`src/rtl/stego_seq_pkg.sv`:
```
// stego_seq_pkg: state encoding and error codes shared by the job sequencer
package stego_seq_pkg;
  typedef enum logic [2:0] {
    S_IDLE   = 3'd0,
    S_CHECK  = 3'd1,
    S_CLR    = 3'd2,
    S_LAUNCH = 3'd3,
    S_RUN    = 3'd4,
    S_DONE   = 3'd5,
    S_ERROR  = 3'd6
  } state_e;
  localparam logic [2:0] ERR_NONE       = 3'd0;
  localparam logic [2:0] ERR_ZERO_COVER = 3'd1;
  localparam logic [2:0] ERR_MSG_SIZE   = 3'd2;
  localparam logic [2:0] ERR_TIMEOUT    = 3'd3;
  localparam logic [2:0] ERR_ABORT      = 3'd4;
endpackage

```
`src/rtl/seq_timeout_cnt.sv`:
```
// seq_timeout_cnt: clearable saturating cycle counter flagging when it sits at LIMIT
module seq_timeout_cnt #(
  parameter int W = 32,
  parameter logic [W-1:0] LIMIT = '0
) (
  input  logic clk,
  input  logic rst_n,
  input  logic clr_i,
  input  logic en_i,
  output logic tc_o
);
  logic [W-1:0] cnt_q, cnt_d;
  always_comb cnt_d = clr_i ? '0 : (en_i && cnt_q != '1) ? cnt_q + 1'b1 : cnt_q;
  always_ff @(posedge clk) cnt_q <= !rst_n ? '0 : cnt_d;
  assign tc_o = cnt_q == LIMIT;
endmodule

```
`src/rtl/stego_job_seq.sv`:
```
// stego_job_seq: validates a stego job, re-arms and launches the BRAM controllers, reports status
module stego_job_seq
  import stego_seq_pkg::*;
#(
  parameter int REG_WIDTH = 32,
  parameter int CLR_CYCLES = 2,
  parameter logic [REG_WIDTH-1:0] TIMEOUT_CYCLES = '0
) (
  input  logic                 clk,
  input  logic                 rst_n,
  input  logic                 start,
  input  logic                 abort,
  input  logic [REG_WIDTH-1:0] cover_size,
  input  logic [REG_WIDTH-1:0] msg_size,
  output logic                 busy,
  output logic                 done,
  output logic                 err,
  output logic [2:0]           err_code,
  output logic                 irq,
  output logic                 sub_rst_n,
  output logic                 rd_cov_start,
  output logic                 rd_msg_start,
  output logic                 wr_start,
  output logic [REG_WIDTH-1:0] rd_cov_size,
  output logic [REG_WIDTH-1:0] rd_msg_size,
  output logic [REG_WIDTH-1:0] wr_size,
  input  logic                 rd_cov_finish,
  input  logic                 rd_msg_finish,
  input  logic                 wr_finish
);
  localparam logic [REG_WIDTH-1:0] CLR_LIM = REG_WIDTH'(CLR_CYCLES - 1);
  localparam logic [REG_WIDTH-1:0] TO_LIM = TIMEOUT_CYCLES - 1'b1;
  state_e state_q, state_d;
  logic [REG_WIDTH-1:0] cov_q, cov_d, msg_q, msg_d;
  logic [2:0] code_q, code_d, fin_q, fin_d, fin_now;
  logic busy_q, done_q, err_q, irq_q, sub_q, go_q;
  logic clr_tc, to_tc, to_hit, job_active;
  seq_timeout_cnt #(.W(REG_WIDTH), .LIMIT(CLR_LIM)) u_clr_cnt (
    .clk(clk), .rst_n(rst_n), .clr_i(state_q != S_CLR), .en_i(state_q == S_CLR), .tc_o(clr_tc)
  );
  seq_timeout_cnt #(.W(REG_WIDTH), .LIMIT(TO_LIM)) u_to_cnt (
    .clk(clk), .rst_n(rst_n), .clr_i(state_q == S_LAUNCH), .en_i(state_q == S_RUN), .tc_o(to_tc)
  );
  // counter sits at TIMEOUT_CYCLES-1 during the TIMEOUT_CYCLES-th RUN cycle
  assign to_hit = TIMEOUT_CYCLES != '0 && to_tc;
  assign fin_now = fin_q | {rd_cov_finish, rd_msg_finish, wr_finish};
  assign job_active = state_q inside {S_CHECK, S_CLR, S_LAUNCH, S_RUN};
  always_comb begin
    state_d = state_q;
    cov_d = cov_q;
    msg_d = msg_q;
    code_d = code_q;
    fin_d = fin_q;
    case (state_q)
      S_IDLE: if (start) begin
        state_d = S_CHECK;
        cov_d = cover_size;
        msg_d = msg_size;
        code_d = ERR_NONE;
      end
      S_CHECK: begin
        state_d = S_CLR;
        if (cov_q == '0) begin
          state_d = S_ERROR;
          code_d = ERR_ZERO_COVER;
        end else if ({msg_q, 3'b000} > {3'b000, cov_q}) begin
          state_d = S_ERROR;
          code_d = ERR_MSG_SIZE;
        end
      end
      S_CLR: state_d = clr_tc ? S_LAUNCH : S_CLR;
      S_LAUNCH: begin
        state_d = S_RUN;
        fin_d = '0;
      end
      S_RUN: begin
        fin_d = fin_now;
        if (&fin_now) state_d = S_DONE;
        else if (to_hit) begin
          state_d = S_ERROR;
          code_d = ERR_TIMEOUT;
        end
      end
      S_DONE, S_ERROR: state_d = start ? state_q : S_IDLE;
      default: state_d = S_IDLE;
    endcase
    if (abort && job_active) begin
      state_d = S_ERROR;
      code_d = ERR_ABORT;
    end
  end
  always_ff @(posedge clk) begin
    if (!rst_n) begin
      state_q <= S_IDLE;
      cov_q <= '0;
      msg_q <= '0;
      code_q <= ERR_NONE;
      fin_q <= '0;
      busy_q <= 1'b0;
      done_q <= 1'b0;
      err_q <= 1'b0;
      irq_q <= 1'b0;
      sub_q <= 1'b0;
      go_q <= 1'b0;
    end else begin
      state_q <= state_d;
      cov_q <= cov_d;
      msg_q <= msg_d;
      code_q <= code_d;
      fin_q <= fin_d;
      busy_q <= state_d inside {S_CHECK, S_CLR, S_LAUNCH, S_RUN};
      done_q <= state_d == S_DONE;
      err_q <= state_d == S_ERROR;
      irq_q <= (state_d == S_DONE || state_d == S_ERROR) && state_d != state_q;
      sub_q <= state_d inside {S_LAUNCH, S_RUN, S_DONE};
      go_q <= state_d inside {S_LAUNCH, S_RUN};
    end
  end
  assign busy = busy_q;
  assign done = done_q;
  assign err = err_q;
  assign err_code = code_q;
  assign irq = irq_q;
  assign sub_rst_n = sub_q;
  assign rd_cov_start = go_q;
  assign rd_msg_start = go_q;
  assign wr_start = go_q;
  assign rd_cov_size = cov_q;
  assign rd_msg_size = msg_q;
  assign wr_size = cov_q;
endmodule

```
`config.mk`:
```
export PLATFORM = sky130hd
export DESIGN_NAME = stego_job_seq
export DESIGN_NICKNAME = d
export VERILOG_FILES = /design/src/rtl/stego_seq_pkg.sv /design/src/rtl/seq_timeout_cnt.sv /design/src/rtl/stego_job_seq.sv
export SDC_FILE = /design/constraint.sdc
export NUM_CORES = 1
export LEC_CHECK = 0
export BUFFER_PORTS_ARGS = -buffer_cell sky130_fd_sc_hd__buf_2
export CAP_MARGIN = 25
export CORE_MARGIN = 2
export CORE_UTILIZATION = 45
export CTS_CLUSTER_SIZE = 14
export DETAILED_ROUTE_END_ITERATION = 10
export GPL_ROUTABILITY_DRIVEN = 0
export GPL_TIMING_DRIVEN = 0
export PLACE_DENSITY = 0.77
export SYNTH_ARGS = -nofsm -noshare
export SYNTH_HDL_FRONTEND = slang
export SYNTH_SLANG_ARGS = --single-unit
```
`constraint.sdc`:
```
create_clock -name clk -period 2.8 [get_ports clk]
set_clock_uncertainty 0.15 [all_clocks]
set_input_delay 0.28 -clock clk [delete_from_list [all_inputs] [get_ports clk]]
set_output_delay 0.28 -clock clk [all_outputs]
set_load 0.02 [all_outputs]
```
==> flow_metrics.env <==
export IMPL_synth_ff_type="dfxtp_1"
export IMPL_clock_fmax_mhz=376.7
export IMPL_hp_class="in2reg"
export IMPL_initial_core_util=0.4625
export IMPL_start_kind="flip-flop"
export IMPL_cts_root_buffer="clkbuf_16"
export IMPL_relSlewSlack=0.6210
export IMPL_htree_levels=3
export IMPL_vias=5523
export IMPL_cp_arrival_ns=2.77
export IMPL_synth_edff_count=0
export IMPL_avgRoutedWirePerCell_um=14.79
export IMPL_worstHoldStart="cover_size[15]"
export IMPL_min_path_cells=3
export IMPL_grt_max_degree=19
export IMPL_post_route_period_util=0.9481
export IMPL_die_area_mm2=0.01325
export IMPL_drv_slew=0
export IMPL_synth_fp_nets=808
export IMPL_grt_antenna_before_repair=0
export IMPL_overflow=0
export IMPL_setup_violations_final=0
export IMPL_max_cap_violations=0
export IMPL_path_max_fanout=7
export IMPL_grt_pass1_vias=4849
export IMPL_first_pass_iters=5
export IMPL_rows=40
export IMPL_ys_async_sr_fraction=0
export IMPL_multiInputGateArea_mm2=0.002816
export IMPL_die_h_um=115.1
export IMPL_hold_path_endpoint="rd_cov_size[15]"
export IMPL_fin_hold_ws_ns=0.007392
export IMPL_syn_inst=706
export IMPL_status="completed"
export IMPL_ys_seq_area_frac=0.4000
export IMPL_end_kind="flip-flop"
export IMPL_synth_seq_cells=111
export IMPL_grt_usage=0.2311
export IMPL_clockBufferDepth=2
export IMPL_ys_warn_count=0
export IMPL_port_buffers=176
export IMPL_antenna_cells=0
export IMPL_cts_inserted_buffers=9
export IMPL_clock_latency_ns=0.36
export IMPL_hold_viol=0
export IMPL_dpl_cell_count=1029
export IMPL_drive_gt1_frac=0.2809
export IMPL_setup_tns_ns=0
export IMPL_synth_cell_types=57
export IMPL_ir_drop_uv=342.6
export IMPL_r2r_end="busy"
export IMPL_final_area_mm2=0.007122
export IMPL_post_drt_via_cell_ratio=5.201
export IMPL_finalCriticalPeriod_ns=2.655
export IMPL_critPathRequiredTime_ns=2.91
export IMPL_regArea_mm2=0.002232
export IMPL_worst_r2r_path_depth=9
export IMPL_dpl_cell_area_mm2=0.006620
export IMPL_first_iter_violations=406
export IMPL_grt_pass1_wl_um=24100
export IMPL_mostFrequentLayoutCell="buf_2"
export IMPL_netlist_area_mm2=0.005555
export IMPL_rrSetupSlack_ns=0.15
export IMPL_clock_sinks=111
export IMPL_instances_no_fill=1062
export IMPL_nets=1012
export IMPL_dp_hpwl_um=12080
export IMPL_powerDensity_mw_per_mm2=847.8
export IMPL_die_width_um=115.1
export IMPL_r2r_start="rd_cov_size[17]"
export IMPL_routed_wl_um=15710
export IMPL_ant_nets=0
export IMPL_fill_cells=1078
export IMPL_crit_start="rd_cov_size[17]"
export IMPL_core_area_mm2=0.01201
export IMPL_path_clk_slew_ns=0.08
export IMPL_synthToLayoutAreaGrowth_pct=28.20
export IMPL_tightestPinTransition_ns=0.5685
export IMPL_crit_type="reg2reg"
export IMPL_drc=0
export IMPL_syn_avg_cell_area_um2=7.869
export IMPL_mostFrequentLayoutCells="buf_2, nand2_1, dfxtp_1"
export IMPL_power_leakage_nw=3.207
export IMPL_io_pins=178
export IMPL_cts_tree="yes"
==> area by class of cell <==
class                   count  area share
plain buffers              64     0.05323
multi-input cells         490      0.3955
clock inverters             6    0.009663
repair buffers            193      0.1472
inverters                  41     0.02161
flip-flops and latches    111      0.3134
clock buffers              10     0.03356
well taps                 147     0.02583
==> per-layer routing <==
layer,GRT usage,part of all wire
met5,0,0
met4,0.05944,0.015
met3,0.05482,0.063
met2,0.3996,0.49
met1,0.2902,0.43
==> worst max-delay path by stage <==
| stage | end | slack, ns | depth (start not counted) |
|---|---|---|---|
| after floorplan | err_code[1] | 0.29 | 8 |
| after global placement | busy | -0.01 | 9 |
| after detailed placement | busy | 0.002 | 9 |
| after CTS | busy | 0.02 | 9 |
| after global routing | busy | -0.0002 | 9 |
| final | busy | 0.15 | 9 |
==> through the flow <==
stage,setup WS [ns],power [mW],util
global placement,-0.01251,4.629,0.5511
detailed placement,0.002179,4.666,0.5511
global route,-0.0002192,6.444,0.5929
floorplan,0.2907,3.856,-
finish,0.1455,6.038,0.5929
CTS,0.02351,5.997,0.5894
==> power breakdown <==
| part | internal, mW | switching, mW | leakage, nW |
|---|---|---|---|
| clock network | 0.723 | 0.591 | 0.143 |
| logic | 0.996 | 1.64 | 2.16 |
| registers | 1.83 | 0.252 | 0.908 |
| total | 3.55 | 2.49 | 3.21 |
==> timing repair <==
item / 4_1_cts / 5_1_grt
pin swaps: 0 / 2
setup buffers: 0 / 1
hold endpoints to repair: 15 / 1
gates resized for setup: 1 / 10
endpoints found under the setup margin: 1 / 8
hold buffers: 15 / 1
==> sequential cells by signal, summed over array words and instances, names as in the netlist <==
signal / cells
err_code: 3
err: 1
rd_cov_start: 1
sub_rst_n: 1
fin_q: 3
done: 1
busy: 1
irq: 1
rd_msg_size: 32
rd_cov_size: 32
u_clr_cnt.cnt_q: 32
state_q: 3
==> cell usage after synthesis, types with 2 or more instances <==
cell type,count,area [um2]
a21oi_1,86,430.4
a2bb2oi_1,3,26.28
or3_1,4,25.02
xor2_1,15,131.4
nand3_1,24,120.1
o21ai_0,12,60.06
nand2_1,159,596.8
nand2_2,2,12.51
clkbuf_1,21,78.83
nand2b_1,2,12.51
nand4_1,15,93.84
inv_1,40,150.1
nor2_1,44,165.2
and3_1,5,31.28
o211ai_1,4,30.03
nor3_1,10,50.05
a31oi_1,2,12.51
and2_1,3,18.77
a211o_1,2,17.52
o22ai_1,2,12.51
buf_1,5,18.77
and4_1,3,26.28
dfxtp_1,111,2222
a211oi_1,3,22.52
a21o_1,2,15.01
nor4_1,18,112.6
ha_1,31,387.9
a22oi_1,2,15.01
xnor2_1,12,105.1
buf_2,3,15.01
and4_4,2,22.52
buf_4,34,255.2
==> worst max-delay path, stage by stage, from the launching register on <==
cell and delay (ns):
dfxtp_2 0.39, inv_1 0.06, ha_1 0.31, nand4_1 0.16, nor4_2 0.34, a221oi_1 0.12, a21o_1 0.18, a211o_2 0.40
a31o_2 0.26, a21oi_1 0.20
==> cells by family (layout without fill, tap and decap cells) <==
group / after synthesis / after routing / share of synthesized area
xor+xnor: 27 / 27 / 0.04257
fa+ha+maj: 31 / 31 / 0.06982
compound gates: 127 / 127 / 0.1315
buf+inv: 105 / 314 / 0.09594
simple gates: 305 / 305 / 0.2601
flops: 111 / 111 / 0.4000
Power figures use the tool's default switching activity.
